$ cat config.mk
export PLATFORM = sky130hd
export DESIGN_NAME = pixel_row_writer
export DESIGN_NICKNAME = d
export VERILOG_FILES = /design/src/rtl/pixel_row_writer.sv
export SDC_FILE = /design/constraint.sdc
export NUM_CORES = 1
export LEC_CHECK = 0
export CORE_AREA = 8 8 195 244
export CTS_CLUSTER_SIZE = 28
export DETAILED_ROUTE_END_ITERATION = 8
export DIE_AREA = 0 0 203 252
export GPL_ROUTABILITY_DRIVEN = 0
export GPL_TIMING_DRIVEN = 0
export MAX_ROUTING_LAYER = met4
export PLACE_DENSITY = 0.67
export SETUP_SLACK_MARGIN = 0.3
export SYNTH_ARGS = -nofsm -noshare
export SYNTH_HDL_FRONTEND = slang
export SYNTH_SLANG_ARGS = --single-unit
$ cat constraint.sdc
create_clock -name clk -period 17.08 [get_ports clk]
set_input_delay 3.416 -clock clk [delete_from_list [all_inputs] [get_ports clk]]
set_output_delay 3.416 -clock clk [all_outputs]
set_load 0.02 [all_outputs]
$ cat src/rtl/pixel_row_writer.sv
// Writes packed RGB565 pixel-pair words row by row into a frame buffer through a
// write-only Avalon-MM style master, with a small input FIFO absorbing memory stalls.
//
// state | meaning
// IDLE  | waiting for start, config may be latched
// RUN   | accepting frame words from the packer and writing them out
// DRAIN | all words accepted, emptying FIFO and output command register
// DONE  | one-cycle completion pulse
module pixel_row_writer #(
  parameter int FIFO_DEPTH = 4,
  parameter int DIM_W      = 11
) (
  input  logic             clk,
  input  logic             reset,
  input  logic             start,
  input  logic [31:0]      base_addr,
  input  logic [15:0]      stride,
  input  logic [DIM_W-1:0] width,
  input  logic [DIM_W-1:0] height,
  output logic             busy,
  output logic             done,
  input  logic             in_valid,
  output logic             in_ready,
  input  logic [31:0]      in_data,
  output logic [31:0]      wr_address,
  output logic [31:0]      wr_writedata,
  output logic [3:0]       wr_byteenable,
  output logic             wr_write,
  input  logic             wr_waitrequest
);

  localparam int AW = $clog2(FIFO_DEPTH);
  localparam int FW = 2 * DIM_W;

  localparam logic [1:0] S_IDLE  = 2'd0;
  localparam logic [1:0] S_RUN   = 2'd1;
  localparam logic [1:0] S_DRAIN = 2'd2;
  localparam logic [1:0] S_DONE  = 2'd3;

  logic [1:0]       state;
  logic [15:0]      stride_q;
  logic [DIM_W-1:0] wpr_q;
  logic             odd_q;
  logic [FW-1:0]    frame_words;
  logic [FW-1:0]    acc_cnt;
  logic [31:0]      row_addr;
  logic [DIM_W-1:0] col;

  logic [31:0]      fifo_mem [FIFO_DEPTH];
  logic [AW-1:0]    rd_ptr;
  logic [AW-1:0]    wr_ptr;
  logic [AW:0]      count;

  logic [DIM_W-1:0] wpr_new;
  logic [FW-1:0]    frame_new;
  logic             fifo_empty;
  logic             fifo_full;
  logic             push;
  logic             pop;
  logic             fifo_wr;
  logic             wr_accept;
  logic             load;
  logic             last_col;
  logic [31:0]      load_data;

  assign wpr_new   = {1'b0, width[DIM_W-1:1]} + DIM_W'(width[0]);
  assign frame_new = FW'(wpr_new) * FW'(height);

  assign fifo_empty = (count == '0);
  assign fifo_full  = (count == (AW+1)'(FIFO_DEPTH));

  // in_ready looks only at registered occupancy, so a pop does not open a slot the same cycle
  assign in_ready  = (state == S_RUN) && !fifo_full && (acc_cnt < frame_words);
  assign push      = in_valid && in_ready;
  assign wr_accept = wr_write && !wr_waitrequest;

  // An empty FIFO lets the incoming word go straight into the command register
  assign load      = (!wr_write || !wr_waitrequest) && (!fifo_empty || push);
  assign pop       = load && !fifo_empty;
  assign fifo_wr   = push && !(load && fifo_empty);
  assign load_data = fifo_empty ? in_data : fifo_mem[rd_ptr];
  assign last_col  = (col == wpr_q - DIM_W'(1));

  assign busy = (state != S_IDLE);
  assign done = (state == S_DONE);

  always_ff @(posedge clk) begin
    if (reset) begin
      state         <= S_IDLE;
      stride_q      <= '0;
      wpr_q         <= '0;
      odd_q         <= 1'b0;
      frame_words   <= '0;
      acc_cnt       <= '0;
      row_addr      <= '0;
      col           <= '0;
      rd_ptr        <= '0;
      wr_ptr        <= '0;
      count         <= '0;
      wr_address    <= '0;
      wr_writedata  <= '0;
      wr_byteenable <= '0;
      wr_write      <= 1'b0;
    end else begin
      case (state)
        S_IDLE: begin
          if (start) begin
            stride_q    <= stride;
            wpr_q       <= wpr_new;
            odd_q       <= width[0];
            frame_words <= frame_new;
            acc_cnt     <= '0;
            row_addr    <= base_addr;
            col         <= '0;
            state       <= (width == '0 || height == '0) ? S_DONE : S_RUN;
          end
        end
        S_RUN: begin
          if (push && (acc_cnt == frame_words - FW'(1))) state <= S_DRAIN;
        end
        S_DRAIN: begin
          if (fifo_empty && wr_accept) state <= S_DONE;
        end
        S_DONE:  state <= S_IDLE;
        default: state <= S_IDLE;
      endcase

      if (push) acc_cnt <= acc_cnt + FW'(1);

      if (fifo_wr) begin
        fifo_mem[wr_ptr] <= in_data;
        wr_ptr           <= wr_ptr + AW'(1);
      end
      if (pop) rd_ptr <= rd_ptr + AW'(1);
      count <= count + (AW+1)'(fifo_wr) - (AW+1)'(pop);

      // Row start address is accumulated by stride; modulo-2^32 wrap is intended
      if (load) begin
        wr_write      <= 1'b1;
        wr_address    <= row_addr + (32'(col) << 2);
        wr_writedata  <= load_data;
        wr_byteenable <= (last_col && odd_q) ? 4'b0011 : 4'b1111;
        if (last_col) begin
          col      <= '0;
          row_addr <= row_addr + {16'h0000, stride_q};
        end else begin
          col <= col + DIM_W'(1);
        end
      end else if (wr_accept) begin
        wr_write <= 1'b0;
      end
    end
  end

endmodule
# Word-level counts from Yosys, hierarchy flattened
# Memories as Yosys holds them, arrays and structs flattened. A register that Yosys moved wholly into a read port is not among the register bits.
# Index checks and enable logic that the tools add are counted.
word_totals:
  mem_count: 1
  input_bits: 107
  latchBits: 0
  wordCells: 96
  out_inout_bits: 72
  ramBits: 128
  mem_bits_ro: 0
  reg_bits: 193
op_classes:
  div_mod_pow: 0
  magnitude_cmp: 1
  n_shift: 0
  mux: 25
  n_bitwise: 0
  n_addsub: 11
  n_eq_ne: 9
  multipliers: 1
  n_reduce_logical: 33
mem_list:
  columns: ["memory", "words", "word_bits", "rd", "rd_ports_with_merged_regs", "write_ports", "line_no", "rtl"]
  rows:
  - ["fifo_mem", 4, 32, 1, 1, 1, "49", "logic [31:0] fifo_mem [FIFO_DEPTH];"]
op_table:
  columns: ["operator", "count"]
  rows:
  - ["$mux 32", 5]
  - ["$mux 22", 3]
  - ["$mux 11", 4]
  - ["$add 32x13->32", 1]
  - ["$add 32x16->32", 1]
  - ["$add 22x1->22 const B", 1]
  - ["$eq 22x22->1", 1]
  - ["$logic_not 11->1", 2]
  - ["$lt 22x22->1", 1]
  - ["$mul 11x11->22", 1]
  - ["$sub 22x1->22 const B", 1]
  - ["$mux 2", 6]
  - ["$reduce_bool 2->1", 6]
  - ["$add 10x1->11", 1]
  - ["$add 11x1->11 const B", 1]
  - ["$eq 11x11->1", 1]
  - ["$logic_and 1x1->1", 11]
  - ["$sub 11x1->11 const B", 1]
  - ["$pmux 2 s4", 1]
  - ["$reduce_and 2->1", 3]
  - ["$logic_not 1->1", 5]
  - ["$mux 1", 5]
  - ["$add 2x1->2 const B", 2]
  - ["$eq 2x2->1 const B", 2]
  - ["other kinds (11)", 14]

# Longest topological paths before layout
depth:
  word_depth: 13
  mapped_depth: 25
  ltp_nobuf: 24

# Worst setup path after synthesis
# No wires, ideal clock.
synth_timing:
  path_type: "input port to flip-flop"
  startpoint: "input port width[0]"
  endpoint: "register frame_words[15]"
  path_buffers: 1
  path_stages: 23
  setup_slack_ps: 7954
  required_time_ps: 16974
  t_arrival_ps: 9020
  setup_ps: 106
  cell_sequence: "ha_1 -> ha_1 -> nand3_1 -> xnor2_1 -> clkbuf_1 -> nand2_1 -> fa_1 -> fa_1 -> fa_1 -> inv_1 -> fa_1 -> inv_1 -> fa_1 -> inv_1 -> ha_1 -> a21o_1 -> a21oi_1 -> and3b_1 -> o21bai_1 -> a21oi_1 -> o21ai_0 -> or4b_2 -> o311ai_0"
synth_between:
  elab_chain_cells: 2
synth_lines:
  columns: ["item", "line_no", "rtl"]
  rows:
  - ["start, declared", "18", "input logic [DIM_W-1:0] width,"]
  - ["$add 10x1->11", "66", "assign wpr_new = {1'b0, width[DIM_W-1:1]} + DIM_W'(width[0]);"]
  - ["$mul 11x11->22", "67", "assign frame_new = FW'(wpr_new) * FW'(height);"]
  - ["end signal, assigned", "111", "frame_words <= frame_new;"]
  - ["end, declared", "44", "logic [FW-1:0] frame_words;"]
# No other way between the ends.
# A chain may end at the register's enable or synchronous reset.

# Final worst setup path
layout_timing:
  startpoint: "input port width[0]"
  endpoint: "register frame_words[14]"
# Same word-level chain as after synthesis.

==> results.md <==
* Status: complete, no violations
* Yosys warns at 0
* Final slew viol count at 0
* Hold Crit Start: wr_address[0]
* Clock skew at 0.0191 ns
* Compound-cell area share of the yosys netlist at 13.3%
* CTS root buf: clkbuf_16
* Buf+Inv Stages, Crit Path at 5
* Area Growth Syn to Fin at 18.2%
* WHS Endpoint: wr_address[0]
* Post-synthesis adder-cell area fraction at 16.1%
* First-pass GRT wire length at 94,100 um
* Max VDD drop at 0.115 mV
* Fmax at 96.7 MHz
* Largest net degree at the start of global routing at 33
* Final Hold Slack at 0.455 ns
* CP max stage cell: a2111oi_0
* Most common cell on crit path: fa_1
* Die Ht at 252 um
* Sw power at 1.49 mW
* Comb pwr share at 49.4%
* Syn_area_per_cell at 9.47 um2
* Max FO, Critical Path at 10
* Synth cell types at 81
* Final setup viols at 0
* Slew Limit Headroom at 16.6%
* Share of the synthesized area in the top cell type at 19.1%
* HP Class: flop to flop
* R2R setup slack at 12.55 ns
* Grt met1 use at 28.0%
* Gr usage total at 23.7%
* Num CTS Buffers at 36
* Synth Register Bits at 321
* I/O pins at 179
* Power per Cell Area at 150 nW/um2
* Critical-path cell list: clkdlybuf4s50_1 -> ha_1 -> ha_1 -> xor2_1 -> clkbuf_1 -> nand2_1 -> fa_1 -> fa_1 -> fa_1 -> inv_1 -> fa_1 -> inv_1 -> fa_1 -> inv_1 -> ha_1 -> a21o_1 -> a21oi_1 -> o21ai_0 -> a2111oi_0 -> o2111ai_1 -> o31a_1 -> o31ai_1
* Drt pass-1 iters at 7
* Synthesized area at 20,300 um2
* Post-route setup slack at 6.73 ns
* Total grt overflow at 0
* XOR/XNOR Fraction of Synth Area at 4.58%
* Core area at 43,600 um2
* Post_cts resized at 0
* Vias post-DR at 16,987
* First DRT Iteration DRCs at 1,179
* Req. time, crit path at 17.54 ns
* WS Path Type: input pin to flop
* Reg2Reg Depth at 18
* Largest family of logic cells by synthesized area: simple AND/OR/NAND/NOR gates
* Fin. Hold Viols at 0
* Layout Nets at 2,671
* Post-synthesis mux area share at 3.94%
* Leak Pwr at 9.31 nW
* WL/cell at 20.4 um
* Layout cells sized above 1 at 5.25%
* Rows at 86
* GR peak layer: met2
* CTS Hold Bufs at 0
* Synth area leader: dfxtp_1
* Final Cycle Share at 60.6%
* Switch share at 41.6%
* Initial core utilization at 46.5%
* H-Tree Depth at 2
* CP arrival at 10.81 ns
* Syn Nets at 2,456
* CTS Sinks at 321
* Crit Reg-Reg Startpoint: frame_words[19]
* Remaining antenna violation count at 0
* DRC violations left at 0
* Number of synthesized flops with an enable pin at 128
* Ranking of synthesized cells by area: dfxtp_1 19%, edfxtp_1 19%, fa_1 8.2%, ha_1 7.9%, nand2_1 5.6%
* # port buffers at 177
* Register area share after synthesis at 38.1%
* Fill cells at 3,867
* Max Cap Viol at 0
* Design Area, Final at 23,900 um2
* Worst Max-Slew Pin Slew at 1.25 ns
* DP HPWL at 45,700 um
* Tmin final at 10.35 ns
* Clock network power share at 21.9%
* Critical Path Max Stage Delay at 1.00 ns
* Final wirelength at 60,200 um
* Die area at 51,200 um2
* Total Neg Setup Slack at 0 ns
* Setup Slack @ Placement at 6.24 ns
* CP Capture Type: flop
* Critical R2R Capture: count[2]
* Initial antenna violation count at 3
* Post-CTS Repair Setup Buffers at 0
* Clk buf depth at 3
* Synth Instances at 2,138
* RSZ-0062 raised after global routing: no
* Vias/cell at 5.75
* Area of placed instances at 22,700 um2
* TritonCTS clock tree: built
* Worst Hold Path Cells at 2
* Internal at 2.09 mW
* Share of power burned in registers at 28.6%
* Crit path max-delay family: adder cells
* Skew-Pair Late Insertion Delay at 0.55 ns
* Main synth FF type: dfxtp_1
* Met3 Resource Use GR at 4.18%
* Die X at 203 um
* FFs w/ async S/R, synth at 0%
* Grt met2 use at 40.2%
* Vias in the first global route at 17,219
* CTS clk-pin slew, worst paths at 0.06 ns
* Simple-gate share of the synthesized area at 18.9%
* Total Power at 3.58 mW
* Worst Setup Start Kind: input pin
[power groups by stage]
| stage | sequential, mW | clock, mW | combinational (mW) |
|---|---|---|---|
| floorplan | 1.07 | 0 | 1.17 |
| CTS | 1.02 | 0.799 | 1.78 |
| global placement | 1.03 | 0 | 1.73 |
| global route | 1.04 | 0.826 | 1.96 |
| finish | 1.03 | 0.786 | 1.77 |
| detailed placement | 1.04 | 0 | 1.76 |
[cell usage after synthesis (3+ instances only)]
master,count
a311oi_1,51
fa_1,83
edfxtp_1,128
nor4b_1,7
or4_1,3
or2_2,5
a21o_1,20
buf_1,17
nor4_1,20
o21ai_0,52
clkbuf_1,97
o31ai_1,13
o2111ai_1,5
xnor2_1,73
inv_1,148
nand3b_1,10
nand2_1,303
nor2b_1,17
nor3b_1,7
a21oi_1,151
ha_1,128
dfxtp_1,193
nor2_1,140
o21ai_1,4
nor3_1,41
and3_1,41
a221o_1,5
o211ai_1,17
o21bai_1,8
nand2b_1,13
mux2_2,3
and4_1,8
mux4_2,33
a31oi_1,15
buf_4,3
or3_1,10
nand4_1,14
o21a_1,12
a211o_1,5
a2bb2oi_1,3
xor2_1,33
and2_1,80
nand3_1,47
a211oi_1,21
[flip-flops by register name, indices dropped and copies added (netlist names), named ones only]
signal         cells
acc_cnt           22
col               11
count              3
fifo_mem         128
frame_words       22
odd_q              1
rd_ptr             2
row_addr          32
state              2
stride_q          16
wpr_q             11
wr_address        32
wr_byteenable      2
wr_ptr             2
wr_write           1
wr_writedata      32
[worst max-delay path by stage]
stage,cells after the start,slack [ns],endpoint,startpoint
after global routing,23,6.44,frame_words[14],width[0]
after global placement,24,6.25,frame_words[14],width[0]
after floorplan,23,7.95,frame_words[15],width[0]
final,22,6.73,frame_words[14],width[0]
after CTS,22,6.80,frame_words[14],width[0]
after detailed placement,22,6.24,frame_words[14],width[0]
[metrics by stage]
step / utilization [%] / cells
4_1_cts: 54.9 / 2951
2_1_floorplan: - / 2138
6_report: 54.9 / 2954
3_3_place_gp: 52.2 / 2887
5_1_grt: 54.9 / 2954
3_5_place_dp: 52.2 / 2887
[layout make-up]
type,count,area (um2),share of cell area (%)
clock inverter,17,189,0.789
multi-input combinational,1548,11500,48.1
buffer,121,483,2.02
antenna,3,7.51,0.0314
tap,572,716,2.99
inverter,148,556,2.32
sequential,321,7710,32.2
clock buffer,47,993,4.15
timing repair buffer,177,1770,7.40
[layout by cell type, fill, tap and decap left out, types with 41 or more instances in the layout]
master / count
inv_1: 148
dfxtp_1: 193
xnor2_1: 73
fa_1: 83
edfxtp_1: 128
and2_1: 80
nand2_1: 303
nor2_1: 140
o21ai_0: 52
clkbuf_1: 104
a311oi_1: 51
nor3_1: 41
ha_1: 128
clkdlybuf4s50_1: 177
nand3_1: 47
a21oi_1: 151
[per-layer routing]
metal  routed length [um]  vias to the layer above  part of all wire, %
li1                     -                     7969                    -
met1                24500                     8260                   41
met2                29800                      636                   49
met3                 4030                      122                  6.7
met4                 1910                        0                  3.2
met5                    0                        -                    0
[logic make-up after synthesis]
logic type | count (synthesis)
and+or+nand+nor | 782
xor gates and xnor gates | 106
AOI/OAI and AO/OA | 411
muxes | 38
DFF | 321
adders and majority gates | 211
buffers and inverters | 269
[worst min-delay path, stage by stage, from the launching register on]
cell and delay, ns:
dfxtp_1 0.30, nand2_1 0.05, a21oi_1 0.05
Note: power is estimated with default switching activity, not from simulation.
